===== src/rtl/video_card.sv =====
// Blitter engine: fetches a 4-word descriptor from RAM, then FILLs or COPYs a word region
// and writes a completion status word back into the descriptor.
module video_card #(
  parameter int unsigned      WIDTH        = 32,
  parameter logic [WIDTH-1:0] CMD_BASE     = '0,
  parameter int unsigned      READ_LATENCY = 1
) (
  input  logic             clk,
  input  logic             reset,
  input  logic             interrupt_start,
  input  logic [WIDTH-1:0] data_in,
  output logic [WIDTH-1:0] data_out,
  output logic [WIDTH-1:0] address,
  output logic             wren,
  output logic             busy,
  output logic             done
);

  localparam int unsigned LAT = (READ_LATENCY < 1) ? 1 : READ_LATENCY;

  localparam logic [2:0] IDLE   = 3'd0;
  localparam logic [2:0] FETCH  = 3'd1;
  localparam logic [2:0] EXEC   = 3'd2;
  localparam logic [2:0] STATUS = 3'd3;
  localparam logic [2:0] DONE   = 3'd4;

  localparam logic [WIDTH-1:0] OP_FILL = '0;
  localparam logic [WIDTH-1:0] OP_COPY = WIDTH'(1);
  localparam logic [WIDTH-1:0] ONE     = WIDTH'(1);

  logic [2:0]       state_q, state_d;
  logic [WIDTH-1:0] address_q, address_d;
  logic [WIDTH-1:0] data_out_q, data_out_d;
  logic             wren_q, wren_d;
  logic             busy_q, busy_d;
  logic             done_q, done_d;
  logic             rd_q, rd_d;
  logic [LAT-1:0]   vld_q, vld_d;
  logic [2:0]       issue_cnt_q, issue_cnt_d;
  logic [1:0]       cap_cnt_q, cap_cnt_d;
  logic [WIDTH-1:0] op_q, op_d;
  logic [WIDTH-1:0] arg_q, arg_d;
  logic [WIDTH-1:0] dst_q, dst_d;
  logic [WIDTH-1:0] count_q, count_d;
  logic [WIDTH-1:0] idx_q, idx_d;
  logic [WIDTH-1:0] idx_next;
  logic             capture;

  function automatic logic [WIDTH-1:0] status_word(input logic [WIDTH-1:0] op);
    return {1'b1, (op > OP_COPY), op[WIDTH-3:0]};
  endfunction

  always_comb begin
    state_d     = state_q;
    address_d   = address_q;
    data_out_d  = data_out_q;
    wren_d      = 1'b0;
    busy_d      = busy_q;
    done_d      = 1'b0;
    rd_d        = 1'b0;
    issue_cnt_d = issue_cnt_q;
    cap_cnt_d   = cap_cnt_q;
    op_d        = op_q;
    arg_d       = arg_q;
    dst_d       = dst_q;
    count_d     = count_q;
    idx_d       = idx_q;
    idx_next    = idx_q + ONE;
    // vld_q[k] marks a read whose data arrives k+1 cycles after its address cycle
    vld_d[0]    = rd_q;
    for (int k = 1; k < LAT; k++) begin
      vld_d[k] = vld_q[k-1];
    end
    capture = vld_q[LAT-1];

    case (state_q)
      IDLE: begin
        if (interrupt_start) begin
          state_d     = FETCH;
          address_d   = CMD_BASE;
          busy_d      = 1'b1;
          rd_d        = 1'b1;
          issue_cnt_d = 3'd1;
          cap_cnt_d   = 2'd0;
        end
      end

      FETCH: begin
        if (issue_cnt_q != 3'd4) begin
          address_d   = CMD_BASE + WIDTH'(issue_cnt_q);
          rd_d        = 1'b1;
          issue_cnt_d = issue_cnt_q + 3'd1;
        end
        if (capture) begin
          cap_cnt_d = cap_cnt_q + 2'd1;
          case (cap_cnt_q)
            2'd0: op_d  = data_in;
            2'd1: arg_d = data_in;
            2'd2: dst_d = data_in;
            default: begin
              // Word count arrives this cycle, so decide the first EXEC action from data_in
              count_d = data_in;
              idx_d   = '0;
              if ((op_q > OP_COPY) || (data_in == '0)) begin
                state_d    = STATUS;
                address_d  = CMD_BASE;
                data_out_d = status_word(op_q);
                wren_d     = 1'b1;
              end else if (op_q == OP_FILL) begin
                state_d    = EXEC;
                address_d  = dst_q;
                data_out_d = arg_q;
                wren_d     = 1'b1;
              end else begin
                state_d   = EXEC;
                address_d = arg_q;
                rd_d      = 1'b1;
              end
            end
          endcase
        end
      end

      EXEC: begin
        if (op_q == OP_FILL) begin
          if (idx_next == count_q) begin
            state_d    = STATUS;
            address_d  = CMD_BASE;
            data_out_d = status_word(op_q);
            wren_d     = 1'b1;
          end else begin
            address_d = dst_q + idx_next;
            wren_d    = 1'b1;
            idx_d     = idx_next;
          end
        end else if (capture) begin
          address_d  = dst_q + idx_q;
          data_out_d = data_in;
          wren_d     = 1'b1;
        end else if (wren_q) begin
          // Next read is issued only after the previous write, keeping forward replication
          if (idx_next == count_q) begin
            state_d    = STATUS;
            address_d  = CMD_BASE;
            data_out_d = status_word(op_q);
            wren_d     = 1'b1;
          end else begin
            address_d = arg_q + idx_next;
            rd_d      = 1'b1;
            idx_d     = idx_next;
          end
        end
      end

      STATUS: begin
        state_d = DONE;
        done_d  = 1'b1;
      end

      DONE: begin
        state_d = IDLE;
        busy_d  = 1'b0;
      end

      default: begin
        state_d = IDLE;
        busy_d  = 1'b0;
      end
    endcase
  end

  always_ff @(posedge clk or posedge reset) begin
    if (reset) begin
      state_q     <= IDLE;
      address_q   <= '0;
      data_out_q  <= '0;
      wren_q      <= 1'b0;
      busy_q      <= 1'b0;
      done_q      <= 1'b0;
      rd_q        <= 1'b0;
      vld_q       <= '0;
      issue_cnt_q <= '0;
      cap_cnt_q   <= '0;
      op_q        <= '0;
      arg_q       <= '0;
      dst_q       <= '0;
      count_q     <= '0;
      idx_q       <= '0;
    end else begin
      state_q     <= state_d;
      address_q   <= address_d;
      data_out_q  <= data_out_d;
      wren_q      <= wren_d;
      busy_q      <= busy_d;
      done_q      <= done_d;
      rd_q        <= rd_d;
      vld_q       <= vld_d;
      issue_cnt_q <= issue_cnt_d;
      cap_cnt_q   <= cap_cnt_d;
      op_q        <= op_d;
      arg_q       <= arg_d;
      dst_q       <= dst_d;
      count_q     <= count_d;
      idx_q       <= idx_d;
    end
  end

  assign address  = address_q;
  assign data_out = data_out_q;
  assign wren     = wren_q;
  assign busy     = busy_q;
  assign done     = done_q;

endmodule


===== config.mk =====
export PLATFORM = sky130hd
export DESIGN_NAME = video_card
export DESIGN_NICKNAME = d
export VERILOG_FILES = /design/src/rtl/video_card.sv
export SDC_FILE = /design/constraint.sdc
export NUM_CORES = 1
export LEC_CHECK = 0
export BUFFER_PORTS_ARGS = -buffer_cell sky130_fd_sc_hd__buf_2
export CAP_MARGIN = 20
export CORE_ASPECT_RATIO = 0.5
export CORE_MARGIN = 10
export CORE_UTILIZATION = 60
export CTS_CLUSTER_SIZE = 25
export DETAILED_ROUTE_END_ITERATION = 12
export HOLD_SLACK_MARGIN = 0.12
export PLACE_DENSITY = 0.76
export SYNTH_ARGS = -nofsm -noshare
export SYNTH_HDL_FRONTEND = slang
export SYNTH_SLANG_ARGS = --single-unit

===== constraint.sdc =====
create_clock -name clk -period 16.6 [get_ports clk]
set_clock_uncertainty 0.1 [all_clocks]
set_input_delay 0.83 -clock clk [delete_from_list [all_inputs] [get_ports clk]]
set_output_delay 0.83 -clock clk [all_outputs]
set_load 0.05 [all_outputs]

# ---- After elaboration in Yosys (flattened, before gate mapping)
# Cells that the tools add are included.
dict set report word_totals {
  reg_bits 237
  inputBits 35
  out_inout_bits 67
}
dict set report op_classes {
  n_addsub 6
  n_lt_le_gt_ge 1
  n_eq_ne 15
  muxes 65
  bitwise_logic 2
  reduce_logical 21
}
# operator n
set op_table {}
lappend op_table {{32-bit 2-to-1 mux} 25}
lappend op_table {{32-bit one-hot mux with 2 select lines} 2}
lappend op_table {{32-bit adder} 3}
lappend op_table {{32-bit one-hot mux with 3 select lines} 1}
lappend op_table {{32-bit logical NOT} 2}
lappend op_table {{32-bit by 1-bit adder with 32-bit output (second input constant)} 1}
lappend op_table {{32-bit == test} 1}
lappend op_table {{32-bit by 1-bit > comparator with 1-bit output (second input constant)} 1}
lappend op_table {{3-bit 2-to-1 mux} 8}
lappend op_table {{1-bit 2-to-1 mux} 21}
lappend op_table {{3-bit AND reduction} 7}
lappend op_table {{5-bit AND reduction} 3}
lappend op_table {{3-bit != test (second input constant)} 4}
lappend op_table {{3-bit one-hot mux with 4 select lines} 1}
lappend op_table {{2-bit != test (second input constant)} 4}
lappend op_table {{3-bit by 2-bit == test with 1-bit output (second input constant)} 2}
lappend op_table {{3-bit one-hot mux with 2 select lines} 1}
lappend op_table {{3-bit OR reduction} 2}
lappend op_table {{2-bit 2-to-1 mux} 2}
lappend op_table {{4-bit != test (second input constant)} 1}
lappend op_table {{1-bit one-hot mux with 2 select lines} 2}
lappend op_table {{2-bit one-hot mux with 2 select lines} 1}
lappend op_table {{2-bit nonzero test} 2}
lappend op_table {{3-bit by 1-bit adder with 3-bit output (second input constant)} 1}
lappend op_table {{other kinds (11)} 12}

# ---- Longest topological paths before layout
dict set report depth {
  word_depth 7
  mapped_depth 19
}

# ---- Worst setup path before layout
# No wires, ideal clock.
dict set report synth_path {
  path_type {register to register}
  start {register idx_q[1]}
  end {register address_q[29], in the netlist address[29]}
  setup_ns 0.082
  t_arrival_ns 4.077
  required_time_ns 16.418
  slack_ns 12.341
  stages_incl_launch_ff 18
  path_buffers 0
  synth_period_minus_slack_ns 4.259
  cell_sequence {dfrtp_1 -> ha_1 -> and2_1 -> nand3_1 -> nor4_1 -> xor2_1 -> ha_1 -> a21oi_1 -> nor2_1 -> a2111oi_0 -> a211oi_1 -> o2111ai_1 -> nor3_1 -> or3_1 -> a21oi_1 -> xnor2_1 -> nand3_1 -> a31oi_1}
}
dict set report synth_between {
  elab_chain_cells 7
  elab_cells_between_ends 11
  cone_classes {add/sub: 4; eq/ne: 1; mux: 6}
}
# element line
set synth_lines {}
lappend synth_lines {{start: declaration} 45} ;# logic [WIDTH-1:0] idx_q, idx_d;
lappend synth_lines {{start signal: assignment} 204} ;# idx_q <= idx_d;
lappend synth_lines {{32-bit by 1-bit adder with 32-bit output} 68} ;# idx_next = idx_q + ONE;
lappend synth_lines {{32-bit adder or 32-bit == test (tied branches)} {148, 126, 142}}
lappend synth_lines {{32-bit 2-to-1 mux} 142} ;# if (idx_next == count_q) begin
lappend synth_lines {{32-bit 2-to-1 mux} 140} ;# end else if (wren_q) begin
lappend synth_lines {{32-bit 2-to-1 mux} 136} ;# end else if (capture) begin
lappend synth_lines {{32-bit 2-to-1 mux *} 125} ;# if (op_q == OP_FILL) begin
lappend synth_lines {{32-bit one-hot mux with 3 select lines *} 76} ;# case (state_q)
lappend synth_lines {{end signal: assignment} 191} ;# address_q <= address_d;
lappend synth_lines {{end: declaration} 32} ;# logic [WIDTH-1:0] address_q, address_d;
# Every way passes the cells marked *; elsewhere a longest branch is shown, timed or not. The select of a mux whose other input is x is not followed.
# A chain may end at the register's enable or synchronous reset.

# ---- Final worst setup path
dict set report layout_path {
  start {register idx_q[6]}
  end {register address_q[29], in the netlist address[29]}
}
# Same word-level chain as after synthesis.

==> report_table.html <==
<table>
<tr><th>Metric</th><th>Value</th></tr>
<tr><th colspan="2">Die</th></tr>
<tr><td>DIE AREA</td><td>37,720 µm²</td></tr>
<tr><td>Height of the die</td><td>142.4 µm</td></tr>
<tr><td>Top Ports</td><td>102</td></tr>
<tr><td>Placeable core region</td><td>29,230 µm²</td></tr>
<tr><td>FP Rows</td><td>44</td></tr>
<tr><td>Die span in x</td><td>264.8 µm</td></tr>
<tr><td>Effective utilization at floorplan</td><td>0.6152</td></tr>
<tr><th colspan="2">Pwr</th></tr>
<tr><td>Leakage power</td><td>8.682 nW</td></tr>
<tr><td>Power density over the cells</td><td>192.8 nW/µm²</td></tr>
<tr><td>Maximum vdd ir drop</td><td>150.9 µV</td></tr>
<tr><th colspan="2">Detailed routing</th></tr>
<tr><td>1st-pass router iterations</td><td>6</td></tr>
<tr><td>Count of unresolved DRC violations after routing</td><td>0</td></tr>
<tr><td>First-iteration detailed-routing DRC count</td><td>2,540</td></tr>
<tr><td>Via density per instance</td><td>7.043</td></tr>
<tr><td>Via count</td><td>17,670</td></tr>
<tr><td>Routed wire length per instance</td><td>28.18 µm</td></tr>
<tr><td>Post-route ant nets</td><td>0</td></tr>
<tr><td>Total length of routed wires</td><td>70.68 mm</td></tr>
<tr><th colspan="2">Setup path</th></tr>
<tr><td>Critical path class</td><td>reg -&gt; reg</td></tr>
<tr><td>Required time of the worst setup path</td><td>16,970 ps</td></tr>
<tr><td>Worst r2r src</td><td>idx_q[6]</td></tr>
<tr><td>R2r setup slk</td><td>10,660 ps</td></tr>
<tr><td>R2R cell count</td><td>16</td></tr>
<tr><td>CP Depth</td><td>16</td></tr>
<tr><td>Crit start category</td><td>flip-flop</td></tr>
<tr><td>Worst R2R End</td><td>address[29]</td></tr>
<tr><td>Slowest cell on crit path</td><td>sky130_fd_sc_hd__nor4_2</td></tr>
<tr><td>Maximum fanout count along the critical path</td><td>16</td></tr>
<tr><td>CP arrival</td><td>6310 ps</td></tr>
<tr><td>Cell family with most CP delay</td><td>simple AND/OR/NAND/NOR gates</td></tr>
<tr><td>Cell chain of the critical path</td><td>nand3_2, nor4_2, nand2_1, xnor2_1, ha_1, nand3_1, nor3_1, a2111oi_0, a211oi_1, o2111ai_1, nor3_1, or3_1, a21oi_1, xnor2_1, nand3_1, a31oi_1</td></tr>
<tr><td>Crit path buf inv count</td><td>0</td></tr>
<tr><td>Kind of capture point of the worst setup path</td><td>flip-flop</td></tr>
<tr><td>Largest stage delay, worst path</td><td>990 ps</td></tr>
<tr><th colspan="2">STA</th></tr>
<tr><td>Worst slew margin relative to its limit</td><td>0.2867</td></tr>
<tr><td>Total setup violations reported at the end of the flow</td><td>0</td></tr>
<tr><td>Achievable Freq</td><td>0.1684 GHz</td></tr>
<tr><td>Part of the cycle the worst path needs</td><td>0.3578</td></tr>
<tr><td>Post-Route Setup TNS</td><td>0 ps</td></tr>
<tr><td>Final count of hold timing violations</td><td>0</td></tr>
<tr><td>Slew of the pin with the lowest slew margin</td><td>1061 ps</td></tr>
<tr><td>Number of pins with negative max-slew slack in the final report</td><td>0</td></tr>
<tr><td>Unrepaired setup endpoints after global routing</td><td>false</td></tr>
<tr><td>Time the final worst path needs with I/O delays and setup</td><td>5940 ps</td></tr>
<tr><td>Fin worst setup slack</td><td>10,660 ps</td></tr>
<tr><th colspan="2">Global routing</th></tr>
<tr><td>Initial antenna violation count</td><td>2</td></tr>
<tr><td>Pin count of the biggest net entering global routing</td><td>148</td></tr>
<tr><td>Number of global-route vias before repair</td><td>16,120</td></tr>
<tr><td>Wire length of the first global-routing pass</td><td>103.6 mm</td></tr>
<tr><td>All-layer global routing usage</td><td>0.3614</td></tr>
<tr><td>Sum of overflow across all layers after global routing</td><td>0</td></tr>
<tr><th colspan="2">CTS</th></tr>
<tr><td>Total clock buffers created by CTS</td><td>24</td></tr>
<tr><td>Maximum clock insertion buffer count</td><td>3</td></tr>
<tr><td>CTS root buffer</td><td>sky130_fd_sc_hd__clkbuf_16</td></tr>
<tr><td>Hold-fix buffer count after cts</td><td>0</td></tr>
<tr><td>TritonCTS clock tree</td><td>yes</td></tr>
<tr><td>PostCTS Resize Cnt</td><td>0</td></tr>
<tr><td>Number of buffers inserted by post-CTS setup repair</td><td>0</td></tr>
<tr><td>Skew-Pair Late Insertion Delay</td><td>570 ps</td></tr>
<tr><td>H-tree depth</td><td>1</td></tr>
<tr><td>Number of sinks driven by the clock tree</td><td>237</td></tr>
<tr><td>Clock transition time at the flip-flop clock pins of the worst setup and hold paths</td><td>70 ps</td></tr>
<tr><th colspan="2">Placed design</th></tr>
<tr><td>Total instance count after detailed placement</td><td>2,465</td></tr>
<tr><td>Detailed placer's ending HPWL</td><td>52.68 mm</td></tr>
<tr><td>Port Buffer Count</td><td>101</td></tr>
<tr><td>Placer's final routability congestion estimate</td><td>1.079</td></tr>
<tr><td>Post-Place Worst Slack</td><td>10,950 ps</td></tr>
<tr><th colspan="2">Yosys</th></tr>
<tr><td>Sequential area share after synthesis</td><td>0.3298</td></tr>
<tr><td>Biggest area contributors in the synthesized netlist</td><td>sky130_fd_sc_hd__dfrtp_1 33%, sky130_fd_sc_hd__mux2_2 7.6%, sky130_fd_sc_hd__ha_1 7.3%, sky130_fd_sc_hd__a21oi_1 5.2%, sky130_fd_sc_hd__o21ai_0 4.5%</td></tr>
<tr><td>Synthesized area per cell</td><td>8.688 µm²</td></tr>
<tr><td>Number of enable flip-flop cells after synthesis</td><td>0</td></tr>
<tr><td>Cell type with the largest total area after synthesis</td><td>sky130_fd_sc_hd__dfrtp_1</td></tr>
<tr><td>Instance count of the mapped netlist</td><td>2,070</td></tr>
<tr><td>Proportion of synthesized flip-flops having asynchronous set or reset</td><td>1.000</td></tr>
<tr><td>Yosys cell types</td><td>85</td></tr>
<tr><td>Post-synth top area share</td><td>0.3298</td></tr>
<tr><td>Synthesized cell area</td><td>17,980 µm²</td></tr>
<tr><td>Post-synthesis register bit count</td><td>237</td></tr>
<tr><td>Count of warnings emitted by yosys</td><td>0</td></tr>
<tr><td>Most common flop cell mapped by yosys</td><td>sky130_fd_sc_hd__dfrtp_1</td></tr>
<tr><td>Number of nets in the synthesized netlist</td><td>2,213</td></tr>
<tr><th colspan="2">Final layout</th></tr>
<tr><td>Post-layout nets</td><td>2,246</td></tr>
<tr><td>Ant diodes</td><td>0</td></tr>
<tr><td>Synthesis-to-layout area growth</td><td>8.794%</td></tr>
<tr><td>Total of fill cells in the finished design</td><td>2,440</td></tr>
<tr><td>Share of layout cells above drive strength 1</td><td>0.1493</td></tr>
<tr><td>Post-route non-filler standard cell count</td><td>2,508</td></tr>
<tr><th colspan="2">Run status</th></tr>
<tr><td>Status</td><td>finished, final reports clean</td></tr>
<tr><th colspan="2">Flow run</th></tr>
<tr><td>Number of maximum-capacitance violations</td><td>0</td></tr>
<tr><th colspan="2">Hold path</th></tr>
<tr><td>Hold Path Class</td><td>in -&gt; async</td></tr>
</table>
cells in the mapped netlist (35+ instances only):
cell type	n
sky130_fd_sc_hd__ha_1	105
sky130_fd_sc_hd__nand3_1	49
sky130_fd_sc_hd__nor2_1	139
sky130_fd_sc_hd__clkbuf_1	83
sky130_fd_sc_hd__xnor2_1	85
sky130_fd_sc_hd__dfrtp_1	237
sky130_fd_sc_hd__o21ai_0	163
sky130_fd_sc_hd__inv_1	47
sky130_fd_sc_hd__mux2_2	121
sky130_fd_sc_hd__a21oi_1	187
sky130_fd_sc_hd__and3_1	50
sky130_fd_sc_hd__o31ai_1	35
sky130_fd_sc_hd__a31oi_1	44
sky130_fd_sc_hd__nand2_1	208
sky130_fd_sc_hd__xor2_1	45
per-stage QoR:
step	cell area, µm²	hold WS [ps]	utilization	total power, mW
after floorplan	17980	231.2	-	2.399
after global placement	18720	231.0	0.6403	3.035
after detailed placement	18720	248.3	0.6403	3.072
after CTS	19490	261.6	0.6667	3.640
after global routing	19570	269.8	0.6693	3.914
final	19570	260.2	0.6693	3.771
cells by family (layout without fill, tap and decap cells):
group	count (synthesis)	in the layout	synth area share
xor gates and xnor gates	133	133	0.06714
AOI/OAI and AO/OA	664	664	0.2352
buffers and inverters	170	217	0.03896
and+or+nand+nor	617	617	0.1653
DFF	237	237	0.3298
muxes	141	141	0.08718
adders and majority gates	108	108	0.07639
layout make-up:
cell class	instances	area, µm²	share of cell area
clock buffers	35	691.9	0.03536
clock inverters	5	81.33	0.004157
repair buffers	130	788.3	0.04029
multi-input cells	1663	11400	0.5826
well taps	391	489.2	0.02500
flip-flops and latches	237	5932	0.3032
inverters	47	183.9	0.009401
state kept, by name (all words and copies together) (netlist names), 2 cells and up:
signal       cells
address         32
arg_q           32
count_q         32
data_out        32
dst_q           32
idx_q           32
op_q            32
issue_cnt_q      3
state_q          3
cap_cnt_q        2
placed cells by master (no fill, tap or decap), types with 26 or more instances in the layout:
cell / Yosys / layout
sky130_fd_sc_hd__buf_2: 28 / 101
sky130_fd_sc_hd__and3_1: 50 / 50
sky130_fd_sc_hd__o221ai_1: 33 / 33
sky130_fd_sc_hd__mux2_2: 121 / 121
sky130_fd_sc_hd__nor2_1: 139 / 138
sky130_fd_sc_hd__nand3_1: 49 / 48
sky130_fd_sc_hd__ha_1: 105 / 105
sky130_fd_sc_hd__xnor2_1: 85 / 85
sky130_fd_sc_hd__dfrtp_1: 237 / 236
sky130_fd_sc_hd__o21ai_0: 163 / 162
sky130_fd_sc_hd__nand2_1: 208 / 207
sky130_fd_sc_hd__a21oi_1: 187 / 186
sky130_fd_sc_hd__xor2_1: 45 / 45
sky130_fd_sc_hd__o31ai_1: 35 / 35
sky130_fd_sc_hd__nor3_1: 34 / 33
sky130_fd_sc_hd__a21o_1: 32 / 32
sky130_fd_sc_hd__nor4_1: 27 / 26
sky130_fd_sc_hd__inv_1: 47 / 46
sky130_fd_sc_hd__a31oi_1: 44 / 44
power breakdown:
part	switching, mW	internal (mW)	total (mW)
clock network	0.253	0.306	0.559
logic	1.24	0.734	1.97
registers	0.428	0.814	1.24
worst max-delay path by stage:
| stage | slack, ps | startpoint | endpoint |
|---|---|---|---|
| after CTS | 10890 | idx_q[6] | address[29] |
| after global routing | 10130 | idx_q[6] | address[31] |
| after global placement | 11050 | idx_q[6] | address[29] |
| final | 10660 | idx_q[6] | address[29] |
| after floorplan | 9170 | reset | address[0] |
| after detailed placement | 10950 | idx_q[6] | address[29] |
routing by layer:
metal,track usage,vias to the layer above,share of wire
met3,0.2184,106,0.20
met5,0,-,0.00013
met4,0.05233,2,0.015
li1,-,7754,-
met1,0.5209,8456,0.43
met2,0.4474,1347,0.36
(Power assumes the default switching activity.)
